## config.mk

```make
export PLATFORM = sky130hd
export DESIGN_NAME = multicycle_control
export DESIGN_NICKNAME = d
export VERILOG_FILES = /design/src/rtl/multicycle_control.sv
export SDC_FILE = /design/constraint.sdc
export NUM_CORES = 1
export LEC_CHECK = 0
export CORE_MARGIN = 4
export CORE_UTILIZATION = 39
export CTS_CLUSTER_DIAMETER = 200
export DETAILED_ROUTE_END_ITERATION = 10
export PLACE_DENSITY = 0.93
export SLEW_MARGIN = 10
export SYNTH_ARGS = -nofsm -noshare
export SYNTH_HDL_FRONTEND = slang
export SYNTH_SLANG_ARGS = --single-unit
```

## constraint.sdc

```tcl
create_clock -name clk -period 3.28 [get_ports clk]
set_input_delay 0.656 -clock clk [delete_from_list [all_inputs] [get_ports clk]]
set_output_delay 0.656 -clock clk [all_outputs]
set_load 0.01 [all_outputs]
```

## src/rtl/multicycle_control.sv

```systemverilog
// multicycle_control: FETCH/DECODE/EXEC/MEM/WB sequencer for a multicycle MIPS datapath,
// with a memory req/ready handshake, bus timeout and sticky illegal/bus_error halt flags.
module multicycle_control #(
  parameter int unsigned TIMEOUT = 255
) (
  input  logic        clk,
  input  logic        rst_n,
  input  logic [31:0] instruction,
  input  logic        zero,
  input  logic        mem_ready,
  output logic        mem_req,
  output logic        mem_we,
  output logic        mem_addr_src,
  output logic        ir_write,
  output logic        pc_write,
  output logic [1:0]  pc_src,
  output logic        reg_write,
  output logic        reg_dst,
  output logic        mem_to_reg,
  output logic [1:0]  alu_src,
  output logic [2:0]  alu_op,
  output logic        illegal,
  output logic        bus_error,
  output logic [2:0]  state
);
  localparam logic [2:0] OP_ADD = 3'd0, OP_SUB = 3'd1, OP_AND = 3'd2, OP_OR = 3'd3,
                         OP_NOR = 3'd4, OP_SLT = 3'd5, OP_SLL = 3'd6, OP_SRL = 3'd7;
  localparam logic [1:0] SRC_REG = 2'd0, SRC_SEXT = 2'd1, SRC_ZEXT = 2'd2, SRC_SHAMT = 2'd3;
  localparam logic [7:0] TO = TIMEOUT[7:0];

  typedef enum logic [2:0] {FETCH = 3'd0, DECODE = 3'd1, EXEC = 3'd2, MEM = 3'd3, WB = 3'd4, HALT = 3'd7} state_t;

  state_t     state_q, state_d;
  logic [7:0] cnt_q, cnt_d;
  logic       illegal_q, illegal_d, bus_error_q, bus_error_d;
  logic [5:0] op, funct;
  logic       is_r, r_ok, is_addi, is_andi, is_ori, is_lw, is_sw, is_beq, is_bne, is_j, is_br, legal;
  logic       timeout, done, unused;

  assign op      = instruction[31:26];
  assign funct   = instruction[5:0];
  assign unused  = ^instruction[25:6];
  assign is_r    = op == 6'h00;
  assign r_ok    = is_r && (funct == 6'h20 || funct == 6'h22 || funct == 6'h24 || funct == 6'h25 ||
                            funct == 6'h27 || funct == 6'h2A || funct == 6'h00 || funct == 6'h02);
  assign is_addi = op == 6'h08;
  assign is_andi = op == 6'h0C;
  assign is_ori  = op == 6'h0D;
  assign is_lw   = op == 6'h23;
  assign is_sw   = op == 6'h2B;
  assign is_beq  = op == 6'h04;
  assign is_bne  = op == 6'h05;
  assign is_j    = op == 6'h02;
  assign is_br   = is_beq || is_bne;
  assign legal   = r_ok || is_addi || is_andi || is_ori || is_lw || is_sw || is_br || is_j;

  // Strobes are gated by rst_n so nothing fires while reset is held.
  assign mem_req      = rst_n && (state_q == FETCH || state_q == MEM);
  assign mem_we       = rst_n && state_q == MEM && is_sw;
  assign mem_addr_src = state_q == MEM;
  assign ir_write     = rst_n && state_q == FETCH && mem_ready;
  assign pc_write     = rst_n && ((state_q == FETCH && mem_ready) || (state_q == DECODE && is_j) ||
                                  (state_q == EXEC && is_br && (zero ^ is_bne)));
  assign pc_src       = (state_q == DECODE && is_j) ? 2'd2 : (state_q == EXEC && is_br) ? 2'd1 : 2'd0;
  assign reg_write    = rst_n && state_q == WB;
  assign reg_dst      = is_r;
  assign mem_to_reg   = is_lw;
  assign done         = mem_req && mem_ready;
  assign timeout      = mem_req && !mem_ready && cnt_q >= TO;
  assign illegal      = illegal_q;
  assign bus_error    = bus_error_q;
  assign state        = state_q;

  always_comb begin
    alu_op  = is_r ? (funct == 6'h22 ? OP_SUB : funct == 6'h24 ? OP_AND : funct == 6'h25 ? OP_OR :
                      funct == 6'h27 ? OP_NOR : funct == 6'h2A ? OP_SLT : funct == 6'h00 ? OP_SLL :
                      funct == 6'h02 ? OP_SRL : OP_ADD)
                   : (is_andi ? OP_AND : is_ori ? OP_OR : is_br ? OP_SUB : OP_ADD);
    alu_src = is_r ? ((funct == 6'h00 || funct == 6'h02) ? SRC_SHAMT : SRC_REG)
                   : ((is_andi || is_ori) ? SRC_ZEXT : is_br ? SRC_REG : SRC_SEXT);
  end

  always_comb begin
    state_d = state_q;
    case (state_q)
      FETCH:   state_d = done ? DECODE : timeout ? HALT : FETCH;
      DECODE:  state_d = !legal ? HALT : is_j ? FETCH : EXEC;
      EXEC:    state_d = is_br ? FETCH : (is_lw || is_sw) ? MEM : WB;
      MEM:     state_d = done ? (is_sw ? FETCH : WB) : timeout ? HALT : MEM;
      WB:      state_d = FETCH;
      default: state_d = HALT;
    endcase
    cnt_d       = (mem_req && !mem_ready) ? cnt_q + 8'd1 : 8'd0;
    illegal_d   = illegal_q || (state_q == DECODE && !legal);
    bus_error_d = bus_error_q || timeout;
  end

  always_ff @(posedge clk) begin
    if (!rst_n) begin
      state_q     <= FETCH;
      cnt_q       <= 8'd0;
      illegal_q   <= 1'b0;
      bus_error_q <= 1'b0;
    end else begin
      state_q     <= state_d;
      cnt_q       <= cnt_d;
      illegal_q   <= illegal_d;
      bus_error_q <= bus_error_d;
    end
  end
endmodule
```

* Word-level counts from Yosys, hierarchy flattened
Index checks and enable logic that the tools add are counted.
Storage, ports and cells: register bits after elaboration 13, output and inout port bits 20, input bits 36, word-level logic and storage cells 98
Cells by class: $add $sub $neg 1, eq/ne operators 19, reductions and logical operators 45, mux-type cells 27, bitwise operators 1, order comparisons 1
Operators with widths (number):
- 6-bit equality test, second input constant | 8
- 3-bit 2-to-1 mux | 16
- 1-bit logical OR | 23
- 6-bit by 4-bit equality test with 1-bit output, second input constant | 3
- 1-bit logical AND | 16
- 3-bit case mux with 5 select lines | 1
- 2-bit 2-to-1 mux | 7
- 6-bit by 2-bit equality test with 1-bit output, second input constant | 2
- 6-bit by 3-bit equality test with 1-bit output, second input constant | 2
- 6-bit zero test | 2
- 8-bit by 1-bit adder with 8-bit output, second input constant | 1
- 8-bit >= comparator, second input constant | 1
- 3-bit by 2-bit equality test with 1-bit output, second input constant | 2
- 3-bit by 1-bit equality test with 1-bit output, second input constant | 1
- 3-bit equality test, second input constant | 1
- 3-bit zero test | 1
- 1-bit 2-to-1 mux | 3
- 1-bit zero test | 2
- 2-bit AND reduction | 1
- 1-bit bitwise XOR | 1

* Longest topological paths before layout
Gate-level depths: netlist of the first run.
word-level depth 19, depth in mapped cells 6, mapped depth without buffers 6

* Worst setup path after synthesis of the first run
Ideal clock, no wire load.
path type input to output, from in instruction[29], to out pc_write, slack 0.503 ns, buffers on the path 0, arrival time 2.121 ns, cell stages on the path 5, data required time 2.624 ns, path through or4_1 or3b_1 nor4_2 a21o_1 a21o_1
Between the ends: word-level cells in the longest chain between the ends 6, elaborated cells between the ends (all ways) 11, those cells by class eq/ne (3); bitwise (1); reduce/logical (7)
RTL lines:
- start: declaration | line 8 | input logic [31:0] instruction,
- 6-bit by 3-bit equality test with 1-bit output (on tied branches) | line 51, 52
- 1-bit logical OR | line 54 | assign is_br = is_beq || is_bne;
- 1-bit logical AND (2 in a row) | line 63 | (state_q == EXEC && is_br && (zero ^ is_bne)));
- 1-bit logical OR * | line 62 | assign pc_write = rst_n && ((state_q == FETCH && mem_ready) || (state_q == DECODE && is_j) ||
- 1-bit logical AND * | line 62
- end: declaration | line 15 | output logic pc_write,
Mark *: on every way between the ends. The rest lies on a longest branch, timed or not.

* Worst setup path in the final report of the first run
from in instruction[28], to out pc_src[1]
Between the ends: word-level cells in the longest chain between the ends 3
RTL lines:
- 6-bit by 2-bit equality test with 1-bit output | line 53 | assign is_j = op == 6'h02;
- 1-bit logical AND | line 64 | assign pc_src = (state_q == DECODE && is_j) ? 2'd2 : (state_q == EXEC && is_br) ? 2'd1 : 2'd0;
- 2-bit 2-to-1 mux | line 64
- end: declaration | line 16 | output logic [1:0] pc_src,
Every way passes these cells.

==> results of run 1 <==
worst max-delay path, delay by kind of cell:
family | cells | cell delay, ns
buffers and inverters | 4 | 0.76
and+or+nand+nor | 3 | 1.13
final timing paths:
| kind | startpoint | to | slack, ns | depth (start not counted) |
|---|---|---|---|---|
| setup / recovery | instruction[28] | pc_src[1] | 0.06 | 7 |
| hold / removal | cnt_q[0] | cnt_q[0] | 0.45 | 1 |
| setup reg to reg | state[2] | state[1] | 1.47 | 6 |
| hold reg to reg | cnt_q[0] | cnt_q[0] | 0.45 | 1 |
kinds of logic (layout without fill, tap and decap cells):
group,after synthesis,after routing,share of synthesized area (%)
AO/OA/AOI/OAI,26,26,18.98
XOR/XNOR,6,6,5.777
adder cells (fa/ha/maj),1,1,1.375
buffers and inverters,10,59,4.127
flip-flops,13,13,28.61
AND/OR/NAND/NOR,65,65,41.13
metal layers:
| metal | up-vias | global-route usage (%) | share of wire (%) |
|---|---|---|---|
| met5 | - | 0 | 0 |
| met4 | 0 | 5.763 | 2.0 |
| met3 | 13 | 4.368 | 7.1 |
| met2 | 50 | 32.39 | 52 |
| met1 | 522 | 17.64 | 39 |
| li1 | 543 | - | - |
synthesized netlist by cell type, drive strengths merged (2+ instances only):
master  instances  area [sq um]
nand3           8         40.04
nand2b          4         25.02
or2             2         12.51
nor3            7         40.04
nor4            2         18.77
nor4b           2         17.52
a21oi           7         35.03
clkbuf          5         18.77
nor2           16         60.06
xor2            5         43.79
a21o            2         15.01
o21ai           5         25.02
nand4           3         18.77
and3            4         25.02
inv             5         18.77
nand2           5         18.77
o21a            2         15.01
dfxtp          13         260.3
a31oi           2         12.51
or3             4         30.03
or3b            2         17.52
timing repair:
action,in CTS,in global routing
pin swaps,3,2
buffers inserted,1,0
resized for setup,17,7
endpoints found under the setup margin,9,6
per-stage QoR:
step                      util, %  setup TNS, ns  hold slack, ns  setup WS, ns
after global placement      62.44         -1.516          0.4288       -0.3565
after detailed placement    62.44         -1.767          0.4437       -0.3900
final                       64.88              0          0.4539       0.05756
after global routing        64.88              0          0.4943      0.005879
after CTS                   64.31       -0.09928          0.4609      -0.09928
after floorplan                 -              0          0.4175        0.5031
power breakdown:
| part | internal, mW | switching, mW | total, mW |
|---|---|---|---|
| logic | 0.0967 | 0.0831 | 0.180 |
| registers | 0.172 | 0.0296 | 0.202 |
| clock network | 0.0472 | 0.0521 | 0.0993 |
flip-flops by register name, indices dropped and copies added (netlist names):
signal,flops
illegal,1
cnt_q,8
state,3
bus_error,1
final cells by class:
| cell class | instances | area share [%] |
|---|---|---|
| Timing Repair Buffer | 50 | 30.69 |
| Tap cell | 28 | 2.441 |
| Sequential cell | 13 | 18.13 |
| Multi-Input combinational cell | 98 | 45.60 |
| Clock buffer | 4 | 1.831 |
| Inverter | 5 | 1.308 |
==> metrics.csv, run 1 <==
stage,metric,value,unit
drt,wire_per_inst,14.15,um
grt,grt_usage,16.96,%
power_and_ir_drop,powerDensity,335.2,nW/um^2
status,outcome,"complete, no violations",
layout,fill_cells,190,
sta,fmax,310.3,MHz
logic_synthesis,netlist_area,909.6,sq um
layout,final_common_cell,clkdlybuf4s50_1,
sta,tightest_slew,0.4005,ns
logic_synthesis,seq_area_frac_synth,28.61,%
flow_run,maxCapViolCount,0,
layout,area_growth,57.77,%
power_and_ir_drop,ir_drop,302.0,uV
critical_path,worstSetupEndpointType,output pin,
grt,grt_pass1_wl,4491,um
drt,postRouteAntennaNets,0,
sta,rsz0062_at_grt,false,
layout,drive_gt1_share,20.00,%
drt,drt-initial-drc-count,20,
layout,regArea,260.3,sq um
drt,num_vias,1128,
logic_synthesis,syn_area_per_cell,7.518,sq um
clocking,cts_buffer_depth,2,
critical_path,cp.arrival,2.57,ns
critical_path,crit_top_cell,buf_4,
logic_synthesis,synth_edf_count,0,
clocking,clk_pin_slew,0.08,ns
drt,first_pass_iters,4,
drt,drc,0,
floorplanning,floorplan.rows,17,
hold_path,hold_path_class,flip-flop to flip-flop,
layout,multi_input_area,654.4,sq um
clocking,insertion_delay,0.28,ns
floorplanning,die-area,3169,sq um
critical_path,crit_chain,clkdlybuf4s50_1 -> or4_4 -> or3b_4 -> nor4_4 -> buf_4 -> buf_4 -> buf_2,
layout,n_antenna_cell,0,
clocking,cts_buffers,3,
critical_path,crit_fanout,2,
logic_synthesis,syn_inst,121,
floorplanning,fp.coreArea,2212,sq um
sta,finClkSkew,0.001362,ns
place,gp_congestion,0.8900,
floorplanning,pin_count,56,
grt,first_global_vias,1081,
logic_synthesis,yosys_warnings,0,
place,dp_cells,193,
logic_synthesis,synth_nets,158,
place,port_buffers,35,
place,placed_area,1381,sq um
drt,vias_per_cell,5.697,
clocking,cts-hold-fix-buffers,0,
floorplanning,chipWidth,56.30,um
power_and_ir_drop,p_total,0.4811,mW
layout,final_area,1435,sq um
logic_synthesis,synthFlopType,dfxtp_1,
logic_synthesis,synth_cell_types,41,
power_and_ir_drop,power_leakage,0.5767,nW
clocking,htreeDepth,1,
sta,finalHoldViolations,0,
drt,routed_wl,2801,um
logic_synthesis,ys_ff_latch,13,
clocking,cts-root-buf,clkbuf_4,
sta,layout_min_cycle_time,3.222,ns
critical_path,slowest_delay,0.52,ns
place,hpwl,2158,um
layout,final_cell_mix,"26 x clkdlybuf4s50_1, 16 x nor2_1, 15 x buf_4, 13 x dfxtp_1, 8 x nand3_1",
floorplanning,start_util,41.12,%
logic_synthesis,async_flop_share,0,%
layout,finalNonFillerCells,198,
sta,slew_headroom,73.09,%
sta,setup_viol,0,
clocking,clock_sinks,13,
grt,grt_start_max_net_pins,14,
clocking,cts_tree,yes,
grt,antenna_found_initial,0,
critical_path,crit_type,input port to output pin,
floorplanning,die_h,56.30,um
sta,maxSlewViolCount,0,
critical_path,start_kind,input port,
sta,min_period_over_period,98.24,%
grt,grt-ovfl-total,0,
critical_path,cp.required,2.62,ns
critical_path,cp_slowest_cell,or4_4,
layout,final_nets,208,
Power figures use the tool's default switching activity.
==> run 2, diff against run 1 <==
--- a/config.mk
+++ b/config.mk
@@ -5,11 +5,14 @@
 export SDC_FILE = /design/constraint.sdc
 export NUM_CORES = 1
 export LEC_CHECK = 0
+export CELL_PAD_IN_SITES_DETAIL_PLACEMENT = 1
+export CELL_PAD_IN_SITES_GLOBAL_PLACEMENT = 1
+export CORE_ASPECT_RATIO = 0.5
 export CORE_MARGIN = 4
-export CORE_UTILIZATION = 39
+export CORE_UTILIZATION = 26
 export CTS_CLUSTER_DIAMETER = 200
 export DETAILED_ROUTE_END_ITERATION = 10
-export PLACE_DENSITY = 0.93
+export PLACE_DENSITY = 0.92
 export SLEW_MARGIN = 10
 export SYNTH_ARGS = -nofsm -noshare
 export SYNTH_HDL_FRONTEND = slang
==> metrics.csv, run 2 (synthesis gave the netlist of run 1 again) <==
stage,metric,value,unit
floorplanning,die_h,49.83,um
critical_path,cp.required,2.62,ns
hold_path,hold_path_class,flip-flop to flip-flop,
sta,slew_headroom,72.15,%
critical_path,cp.arrival,2.50,ns
layout,top_register,cnt_q,
clocking,cts_buffers,3,
grt,grt_pass1_wl,5492,um
clocking,clk_pin_slew,0.05,ns
drt,drc,0,
floorplanning,pin_count,56,
drt,wire_per_inst,14.19,um
power_and_ir_drop,powerDensity,354.9,nW/um^2
sta,layout_min_cycle_time,3.159,ns
sta,tightest_slew,0.4146,ns
power_and_ir_drop,p_total,0.5266,mW
critical_path,crit_fanout,2,
grt,grt_usage,14.49,%
critical_path,rrSetupSlack,1.37,ns
sta,setup_viol,0,
sta,maxSlewViolCount,0,
floorplanning,fp.coreArea,3171,sq um
sta,fmax,316.6,MHz
clocking,cts_tree,yes,
place,port_buffers,35,
critical_path,start_kind,input port,
drt,first_pass_iters,4,
sta,finalHoldViolations,0,
grt,grt-ovfl-total,0,
place,placed_area,1421,sq um
drt,num_vias,1080,
critical_path,crit_type,input port to output pin,
flow_run,maxCapViolCount,0,
layout,utilization,46.80,%
grt,grt_start_max_net_pins,14,
clocking,cts-root-buf,clkbuf_8,
drt,routed_wl,3121,um
clocking,cts_buffer_depth,2,
power_and_ir_drop,power_leakage,0.5905,nW
place,dp_slack,-0.4158,ns
layout,final_nets,210,
clocking,cts-hold-fix-buffers,0,
floorplanning,die-area,4566,sq um
critical_path,worstSetupEndpointType,output pin,
layout,final_area,1484,sq um
drt,postRouteAntennaNets,0,
layout,drive_gt1_share,19.19,%
floorplanning,start_util,28.69,%
clocking,clock_sinks,13,
power_and_ir_drop,ir_drop,159.4,uV
floorplanning,floorplan.rows,14,
grt,first_global_vias,1229,
sta,min_period_over_period,96.31,%
layout,n_antenna_cell,0,
sta,finClkSkew,0.003680,ns
sta,setup_slack,0.1211,ns
drt,vias_per_cell,4.909,
sta,rsz0062_at_grt,false,
layout,largest_reg_flops,8,
clocking,htreeDepth,1,
sta,holdWs,0.4489,ns
grt,antenna_found_initial,0,
layout,area_growth,63.14,%
drt,drt-initial-drc-count,60,
clocking,insertion_delay,0.24,ns
status,outcome,"complete, no violations",
layout,final_cell_mix,"23 x clkdlybuf4s50_1, 17 x buf_4, 16 x nor2_1, 13 x dfxtp_1, 10 x dlygate4sd2_1",
place,gp_congestion,0.8510,
place,hpwl,2485,um
layout,fill_cells,399,
floorplanning,chipWidth,91.65,um
layout,final_common_cell,clkdlybuf4s50_1,
[run 2: area by class of cell]
class	count	area (sq um)	area share, %
multi-input cells	98	638.1	43.00
repair buffers	52	461.7	31.11
flip-flops and latches	13	260.3	17.54
well taps	48	60.06	4.047
clock buffers	4	45.04	3.035
inverters	5	18.77	1.265
[run 2: per-layer routing]
metal | global-route usage [%] | part of all wire (%) | vias up
li1 | - | - | 547
met1 | 14.42 | 40 | 512
met2 | 29.02 | 55 | 15
met3 | 2.736 | 2.8 | 6
met4 | 7.000 | 2.2 | 0
met5 | 0 | 0 | -
[run 2: final timing paths]
check	cells past startpoint	start	to
max	7	instruction[30]	pc_write
min	1	cnt_q[0]	cnt_q[0]
max reg2reg	6	state[2]	state[1]
min reg2reg	1	cnt_q[0]	cnt_q[0]
[run 2: where the power goes]
group / leakage [nW] / internal [mW] / total [mW] / switching (mW)
Clock: 0.0228 / 0.0857 / 0.141 / 0.0555
Sequential: 0.105 / 0.173 / 0.204 / 0.0312
Combinational: 0.462 / 0.0965 / 0.181 / 0.0848
Total: 0.590 / 0.355 / 0.527 / 0.171
[run 2: critical path, stage by stage]
cell and delay (ns):
dlygate4sd2_1 0.25, or4_4 0.54, or3b_4 0.43, nor4_4 0.17, a21o_1 0.13, a21o_1 0.11
clkdlybuf4s15_2 0.21
[run 2: repair_timing]
item,4_1_cts,5_1_grt
endpoints found under the setup margin,9,1
resized for setup,22,0
buffers inserted,1,0
pin swaps,3,1
[run 2: per-stage QoR]
step                      cells  TNS (ns)
after global routing        220         0
final                       220         0
after floorplan             121         0
after CTS                   220         0
after global placement      215    -1.771
after detailed placement    215    -2.167
==> run 3, diff against run 2 <==
--- a/config.mk
+++ b/config.mk
@@ -5,6 +5,7 @@
 export SDC_FILE = /design/constraint.sdc
 export NUM_CORES = 1
 export LEC_CHECK = 0
+export CAP_MARGIN = 20
 export CELL_PAD_IN_SITES_DETAIL_PLACEMENT = 1
 export CELL_PAD_IN_SITES_GLOBAL_PLACEMENT = 1
 export CORE_ASPECT_RATIO = 0.5
==> results of run 3 <==
Same layout as run 2: the final DEF is identical, and so are final timing and power.
